<file path="config.mk">
export PLATFORM = sky130hd
export DESIGN_NAME = mem_write_monitor
export DESIGN_NICKNAME = d
export VERILOG_FILES = /design/src/rtl/mem_write_monitor.sv
export SDC_FILE = /design/constraint.sdc
export NUM_CORES = 2
export LEC_CHECK = 0
export BUFFER_PORTS_ARGS = -buffer_cell sky130_fd_sc_hd__clkbuf_2
export CAP_MARGIN = 20
export CORE_MARGIN = 2
export CORE_UTILIZATION = 55
export CTS_CLUSTER_DIAMETER = 40
export CTS_CLUSTER_SIZE = 28
export DETAILED_ROUTE_END_ITERATION = 10
export GPL_TIMING_DRIVEN = 1
export PLACE_DENSITY = 0.83
export SYNTH_ARGS = -nofsm -noshare
export SYNTH_HDL_FRONTEND = slang
export SYNTH_SLANG_ARGS = --single-unit
</file>
<file path="constraint.sdc">
create_clock -name clk -period 11.7 [get_ports clk]
set_clock_uncertainty 0.1 [all_clocks]
set_input_delay 2.34 -clock clk [delete_from_list [all_inputs] [get_ports clk]]
set_output_delay 2.34 -clock clk [all_outputs]
set_load 0.05 [all_outputs]
</file>
<file path="src/rtl/mem_write_monitor.sv">
// Store-signature monitor for the data-memory write port.
// Flags a pass on a table hit or a timeout, then pulses stop after a drain.
module mem_write_monitor #(
    parameter int ADDR_W  = 64,
    parameter int DATA_W  = 64,
    parameter int NUM_CHK = 8,
    parameter int CNT_W   = 32,
    parameter int TIMEOUT = 10000,
    parameter int DRAIN   = 10,
    localparam int IDX_W  = (NUM_CHK > 1) ? $clog2(NUM_CHK) : 1
) (
    input  logic              clk,
    input  logic              reset,
    input  logic [1:0]        memwrite,
    input  logic [ADDR_W-1:0] dataadr,
    input  logic [DATA_W-1:0] writedata,
    input  logic              cfg_we,
    input  logic [IDX_W-1:0]  cfg_idx,
    input  logic              cfg_en,
    input  logic [ADDR_W-1:0] cfg_addr,
    input  logic [DATA_W-1:0] cfg_data,
    output logic              busy,
    output logic              done,
    output logic              pass,
    output logic              timeout,
    output logic              stop,
    output logic [IDX_W-1:0]  hit_idx,
    output logic [CNT_W-1:0]  hit_cycle,
    output logic [CNT_W-1:0]  cycle_cnt,
    output logic [CNT_W-1:0]  wr_cnt
);

    localparam logic [1:0] S_RUN   = 2'd0;
    localparam logic [1:0] S_DRAIN = 2'd1;
    localparam logic [1:0] S_DONE  = 2'd2;

    localparam logic [CNT_W-1:0] TMO_LAST = CNT_W'(TIMEOUT - 1);
    localparam logic [CNT_W-1:0] DRAIN_LD = (DRAIN > 0) ? CNT_W'(DRAIN - 1) : '0;
    localparam logic [CNT_W-1:0] ONE      = CNT_W'(1);
    localparam logic [IDX_W:0]   NCHK     = (IDX_W + 1)'(NUM_CHK);

    logic              en_q   [NUM_CHK];
    logic [ADDR_W-1:0] addr_q [NUM_CHK];
    logic [DATA_W-1:0] data_q [NUM_CHK];

    logic [1:0]       state_q, state_d;
    logic [CNT_W-1:0] cyc_q, cyc_d;
    logic [CNT_W-1:0] wcnt_q, wcnt_d;
    logic [CNT_W-1:0] dcnt_q, dcnt_d;
    logic [CNT_W-1:0] hcyc_q, hcyc_d;
    logic [IDX_W-1:0] idx_q, idx_d;
    logic             pass_q, pass_d;
    logic             tmo_q, tmo_d;
    logic             stop_q, stop_d;

    logic             wr;
    logic             hit;
    logic [IDX_W-1:0] hit_sel;

    // Case-equality keeps X/Z on the bus from ever producing a hit.
    assign wr = ((|memwrite) === 1'b1);

    always_comb begin
        hit     = 1'b0;
        hit_sel = '0;
        for (int i = NUM_CHK - 1; i >= 0; i--) begin
            if (wr && en_q[i] &&
                (dataadr === addr_q[i]) &&
                (writedata === data_q[i])) begin
                hit     = 1'b1;
                hit_sel = IDX_W'(i);
            end
        end
    end

    always_ff @(posedge clk) begin
        if (reset) begin
            for (int i = 0; i < NUM_CHK; i++) begin
                en_q[i]   <= 1'b0;
                addr_q[i] <= '0;
                data_q[i] <= '0;
            end
        end else if (cfg_we && ({1'b0, cfg_idx} < NCHK)) begin
            en_q[cfg_idx]   <= cfg_en;
            addr_q[cfg_idx] <= cfg_addr;
            data_q[cfg_idx] <= cfg_data;
        end
    end

    always_comb begin
        state_d = state_q;
        cyc_d   = cyc_q;
        wcnt_d  = wcnt_q;
        dcnt_d  = dcnt_q;
        hcyc_d  = hcyc_q;
        idx_d   = idx_q;
        pass_d  = pass_q;
        tmo_d   = tmo_q;
        if (state_q != S_DONE && wr && wcnt_q != '1)
            wcnt_d = wcnt_q + ONE;
        unique case (state_q)
            S_RUN: begin
                cyc_d = cyc_q + ONE;
                if (hit) begin
                    pass_d  = 1'b1;
                    idx_d   = hit_sel;
                    hcyc_d  = cyc_q;
                    dcnt_d  = DRAIN_LD;
                    state_d = (DRAIN == 0) ? S_DONE : S_DRAIN;
                end else if (cyc_q == TMO_LAST) begin
                    tmo_d   = 1'b1;
                    state_d = S_DONE;
                end
            end
            S_DRAIN: begin
                if (dcnt_q == '0)
                    state_d = S_DONE;
                else
                    dcnt_d = dcnt_q - ONE;
            end
            default: ;
        endcase
        stop_d = (state_d == S_DONE) && (state_q != S_DONE);
    end

    always_ff @(posedge clk) begin
        if (reset) begin
            state_q <= S_RUN;
            cyc_q   <= '0;
            wcnt_q  <= '0;
            dcnt_q  <= '0;
            hcyc_q  <= '0;
            idx_q   <= '0;
            pass_q  <= 1'b0;
            tmo_q   <= 1'b0;
            stop_q  <= 1'b0;
        end else begin
            state_q <= state_d;
            cyc_q   <= cyc_d;
            wcnt_q  <= wcnt_d;
            dcnt_q  <= dcnt_d;
            hcyc_q  <= hcyc_d;
            idx_q   <= idx_d;
            pass_q  <= pass_d;
            tmo_q   <= tmo_d;
            stop_q  <= stop_d;
        end
    end

    assign busy      = (state_q != S_DONE);
    assign done      = (state_q == S_DONE);
    assign pass      = pass_q;
    assign timeout   = tmo_q;
    assign stop      = stop_q;
    assign hit_idx   = idx_q;
    assign hit_cycle = hcyc_q;
    assign cycle_cnt = cyc_q;
    assign wr_cnt    = wcnt_q;

endmodule

</file>
---- After elaboration in Yosys (flattened, before gate mapping) ----
Memory sizes are Yosys's and may differ from the RTL's.
Cells that the tools add are included.
Widths: inputs -> output; s select.
storage, ports and cells
  flip-flop bits (word level) ............. 136
  memory bits (writable) .................. 1032
  bits of input ports ..................... 265
  output and inout bits ................... 104
  logic and storage cells ................. 115
  memories ................................ 3
memory list
  memory  words  bits a word  rd ports  clocked after memory_dff  write ports  line  RTL
  addr_q  8      64           8         0                         8            43    logic [ADDR_W-1:0] addr_q [NUM_CHK];
  data_q  8      64           8         0                         8            44    logic [DATA_W-1:0] data_q [NUM_CHK];
  en_q    8      1            8         0                         8            42    logic en_q [NUM_CHK];
operators by class
  add/sub/neg operators ................... 3
  equal/unequal tests ..................... 25
  muxes and demuxes ....................... 37
  bitwise gates (word level) .............. 1
  reduce and logical (&&, ||, !) cells .... 37
operator list
  kind                   count
  $eqx 64x64->1          16
  $mux 64                2
  $reduce_or 64->1       2
  $add 32x1->32 const B  2
  $mux 32                2
  $pmux 32 s2            1
  $mux 3                 11
  $eq 32x14->1 const B   1
  $logic_not 32->1       1
  $ne 32x32->1 const B   1
  $sub 32x1->32 const B  1
  $logic_and 1x1->1      27
  $mux 1                 17
  $mux 2                 3
  $ne 2x2->1 const B     3
  $reduce_and 3->1       2
  $eq 2x2->1 const B     2
  $pmux 2 s2             1
  $eq 2x1->1 const B     1
  $logic_not 2->1        1
  $reduce_and 2->1       1
  $reduce_bool 2->1      1
  $reduce_or 2->1        1
  $eqx 1x1->1 const B    1
  2 further kinds        2

---- Longest topological paths before layout ----
  word-level depth ........................ 17
  mapped depth ............................ 11
  gate-level depth less buffers ........... 9

---- Worst setup path before layout ----
No wires, ideal clock.
  path type ............................... input to register
  start point ............................. input reset
  end point ............................... memory addr_q[3][0], enable pin
  setup time .............................. 0.795 ns
  data arrival time ....................... 11.691 ns
  data required time ...................... 10.805 ns
  slack ................................... -0.886 ns
  stages .................................. 3
  path buffers ............................ 0
  cells stage by stage .................... inv_1 nand3_1 o21ai_0
RTL lines
  item         line  RTL
  from (decl)  13    input logic reset,
  to (decl)    43

---- Worst setup path after layout ----
  start point ............................. input writedata[63]
  end point ............................... register hcyc_q[21], in the netlist hit_cycle[21]
on the way
  cells in the longest elaborated chain, start to end .. 11
  elaborated cells on any way between the ends .. 25
  classes of those cells .................. eq/ne (8); mux (8); reduce/logical (9)
RTL lines
  item                          line  RTL
  from (decl)                   16    input logic [DATA_W-1:0] writedata,
  $eqx 64x64->1                 69    (writedata === data_q[i])) begin
  $logic_and 1x1->1             68    (dataadr === addr_q[i]) &&
  $mux 1 (7 in a row)           67    if (wr && en_q[i] &&
  $mux 1 *                      67
  $reduce_and 2->1 (no line) *  -
  to (signal assigned)          142   hcyc_q <= hcyc_d;
  to (decl)                     50    logic [CNT_W-1:0] hcyc_q, hcyc_d;
Every way passes the cells marked *; elsewhere a longest branch is shown, timed or not.
A chain may end at the register's enable or synchronous reset.

==> results.md <==
- The flow ran to the end, and the final reports show no timing, DRC or antenna violations.
- In this run, synthesis produced a sequential element count of 1,168.
- For this run, design rule violations remaining after detail routing come to 0.
- The biggest area contributor in the post-synthesis netlist is edfxtp_1.
- The final weighted congestion in routability-driven placement is approximately 1.1.
- The die height is approximately 320 µm.
- The first global-routing pass estimated 302,200 µm of wire.
- The arrival time at the worst endpoint is 6990 ps.
- Using the TritonRoute via totals, the vias-per-cell ratio works out to 6.471.
- Sequential cells burn 45.9% of the power.
- In the final timing run, aggregate negative setup slack is 0 ps.
- The commonest register cell after synthesis is edfxtp_1.
- The area growth from synthesis to layout is 14.22%.
- The buffer depth of the longest clock path is 3.
- The startpoint type of the worst setup path is an input pin.
- The number of setup buffers added after CTS is 0.
- The number of nets at the end of the flow is around 5,000.
- Counting flops with an async set or reset pin after synthesis yields a share of 0%.
- Clock tree synthesis selected as its root buffer the cell clkbuf_16.
- Across all layers, the routed design uses between 40,000 and 50,000 vias.
- The critical path is of the input pin to register type.
- At the end of the flow the core is filled with cells to 63.62%.
- The stage delay of the slowest cell on the critical path is about 940 ps.
- Setup repair after global routing left no endpoint under its margin.
- For this block, the routed nets add up to around 220,000 µm of wire.
- Subtracting the final worst setup slack from the clock period gives about 6400 ps.
- In the layout the commonest cells are 1,035 x and2_1, 1,032 x edfxtp_1, 772 x xnor2_1, 367 x clkbuf_2, 294 x xor2_1.
- For this design the total switching power over the nets is between 2 and 3 mW.
- For this design the ratio of total power to cell area is roughly 170 nW/µm².
- The top-area cell type share of the netlist area is roughly 55%.
- The number of buffers added on ports is ~370.
- The required time of the worst setup path is ~12,000 ps.
- Entering global routing, the biggest net connects between 100 and 150 pins.
- The share of the yosys chip area belonging to registers is approximately three fifths.
- Gates resized during post-CTS repair numbered 0.
- The actual transition at the worst max-transition pin is 1385 ps.
- The initial utilization of the core area, before any placement, comes to 55.70%.
- After clock tree synthesis, the flow added hold-fix buffers numbering 0.
- The part of the total power dissipated in combinational logic is a little over a tenth.
- The tightest slew margin relative to the limit is 6.955%.
- The die covers roughly 100,000 µm².
- By area the synthesized netlist is led by edfxtp_1 55%, xnor2_1 12%, and2_1 12%.
- The distinct cell type count of the synthesized netlist is 61.
- The post-route clock period utilization is a little over half.
- The final number of hold-violating endpoints was 0.
- Walking the worst path, the cells encountered are clkbuf_2 > xnor2_1 > nand4_1 > nor4_1 > nand4_1 > or4_1 > nor4b_2 > a21oi_4 > buf_4 > mux2i_1.
- In this run the horizontal extent of the chip is roughly 320 µm.
- CTS built an H-tree with a depth of 4.
- Based on the critical path, the design can be clocked at up to between 150 and 200 MHz.
- The TritonCTS clock tree is built.
- In this run the static leakage power is ~22 nW.
- The I/O pin count is 369.
- Once detailed placement completed, the half-perimeter wirelength came to 155,100 µm.
- The ratio of cells with drive above 1 in the final layout is 14.51%.
- The violation count after the first detailed-routing iteration is about 7,900.
- After global routing the overflow that remains totals 0.
- The number of filler instances in the final layout is approximately 7,500.
- The internal portion of total power is approximately 7.7 mW.
- The area of combinational cells with multiple inputs is between 20,000 and 25,000 µm².
- Setup violations remaining at the end of the flow were counted as 0.
- The number of nets in the synthesized netlist is 4,703.
- The number of iterations in the first detailed-routing pass is 7.
- The via count of the first global-routing pass is roughly 37,000.
- The synthesized netlist cell count is between 4,000 and 5,000.
- Clock tree synthesis inserted a total of about 140 buffers.
- The endpoint kind of the worst setup timing path is a register.
- Row generation in the floorplan step produced ~120 rows.
- The maximum VDD drop is 0.1403 mV.
- The library cell used most frequently in the layout, excluding fill and tap cells, is and2_1.
- The later pin in the worst-skew pair is clocked with a latency of 770 ps.
- The average size of a mapped cell is around 13 µm².
- The count of clock tree sinks is 1,168.
- In the final routed layout, each cell accounts on average for roughly 36 µm.
- The area of the core is between 100,000 and 150,000 µm².
- The remaining antenna violation count is 0.
- The final count of pins violating max slew is 0.
- After clock tree synthesis, the clock-pin slew on the worst setup and hold paths is 60 ps.
- The number of synthesis warnings is 0.
- Along the worst path, the maximum fanout reaches 66.
- The worst hold-check path type is register to register.
- In the final layout, flip-flops and latches occupy ~34,000 µm².
- The completed layout was analyzed and its total power is between 10 and 15 mW.
- The cell area that synthesis handed to floorplanning was ~56,000 µm².
- The clock network burns ~43% of the power.
- The global-route total usage across every layer is a little over two fifths.
- Counting flops with a built-in enable in the synthesized netlist gives about 1,000.
- The library cell contributing the largest single delay on the critical path is nor4_1.
- The number of max-capacitance violations reported is 0.
- Net switching is between 20% and 30% of the power.
- The number of antenna violations at the first check in global routing was 40.
- The most numerous cell type found on the critical path is nand4_1.
==> stage by stage <==
stage	hold slack, ps	area, µm²	setup WS (ps)	cells
after floorplan	377.7	55940	-886.4	4435
after global placement	337.3	58750	4106	5927
after detailed placement	347.6	58840	4848	5934
after CTS	358.9	63730	5626	6195
after global routing	378.0	63810	5479	6203
final	355.9	63900	5289	6237
==> area by class of cell <==
type                       count  area share, %
multi-input combinational   2958          32.94
antenna                       35         0.1371
clock inverter               109          1.874
tap                         1357          2.657
sequential                  1168          52.76
clock buffer                 152          5.769
inverter                      38         0.2232
timing repair buffer         420          3.640
==> layer usage <==
metal	track usage (%)	up-vias	wire length [µm]
li1	-	15970	-
met1	52.37	19460	71390
met2	60.24	3995	93560
met3	18.00	919	37890
met4	34.84	22	21800
met5	0	-	136
==> worst paths after layout <==
check / depth (start not counted) / endpoint / slack, ps / from
hold reg to reg: 2 / timeout$_SDFFE_PP0P_ / 360 / timeout$_SDFFE_PP0P_
setup reg to reg: 9 / hit_cycle[21]$_SDFFE_PP0P_ / 6860 / data_q[7][63]$_SDFFCE_PN0P_
hold / removal: 2 / timeout$_SDFFE_PP0P_ / 360 / timeout$_SDFFE_PP0P_
setup / recovery: 10 / hit_cycle[21]$_SDFFE_PP0P_ / 5290 / writedata[63]
==> state kept, by name (all words and copies together) (netlist names) <==
signal,count
addr_q,512
data_q,512
cycle_cnt,32
dcnt_q,32
hit_cycle,32
wr_cnt,32
en_q,8
hit_idx,3
state_q,2
pass,1
stop,1
timeout,1
==> power groups by stage <==
stage / combinational (mW) / sequential [mW] / clock, mW
after floorplan: 0.516 / 5.00 / 0
after CTS: 1.07 / 4.88 / 4.57
final: 1.16 / 4.89 / 4.59
after global placement: 1.06 / 4.96 / 0
after detailed placement: 1.07 / 4.97 / 0
after global routing: 1.13 / 4.90 / 4.74
==> synth_stat cells, drive strengths merged, types with 57 or more instances <==
cell type and count:
xor2 294, nand4 216, xnor2 774, dfxtp 136, nand2 113, buf 119, clkbuf 152, nor2 89
nor4 128, edfxtp 1032, nor3 57, and2 1035
==> critical path, delay by kind of cell <==
kind                   cells  cell delay, ps
AO/OA/AOI/OAI              1             130
XOR/XNOR                   1             770
buffers and inverters      2             980
multiplexers               1             260
AND/OR/NAND/NOR            5            2420
==> logic make-up after synthesis <==
| group | count (synthesis) | share of synthesized area [%] |
|---|---|---|
| xor gates and xnor gates | 1068 | 16.72 |
| AOI/OAI and AO/OA | 87 | 1.130 |
| buffers and inverters | 309 | 2.409 |
| adders and majority gates | 3 | 0.06710 |
| DFF | 1168 | 60.26 |
| muxes | 33 | 0.5905 |
| and+or+nand+nor | 1767 | 18.82 |
No activity file was read; power rests on OpenSTA's default activity.
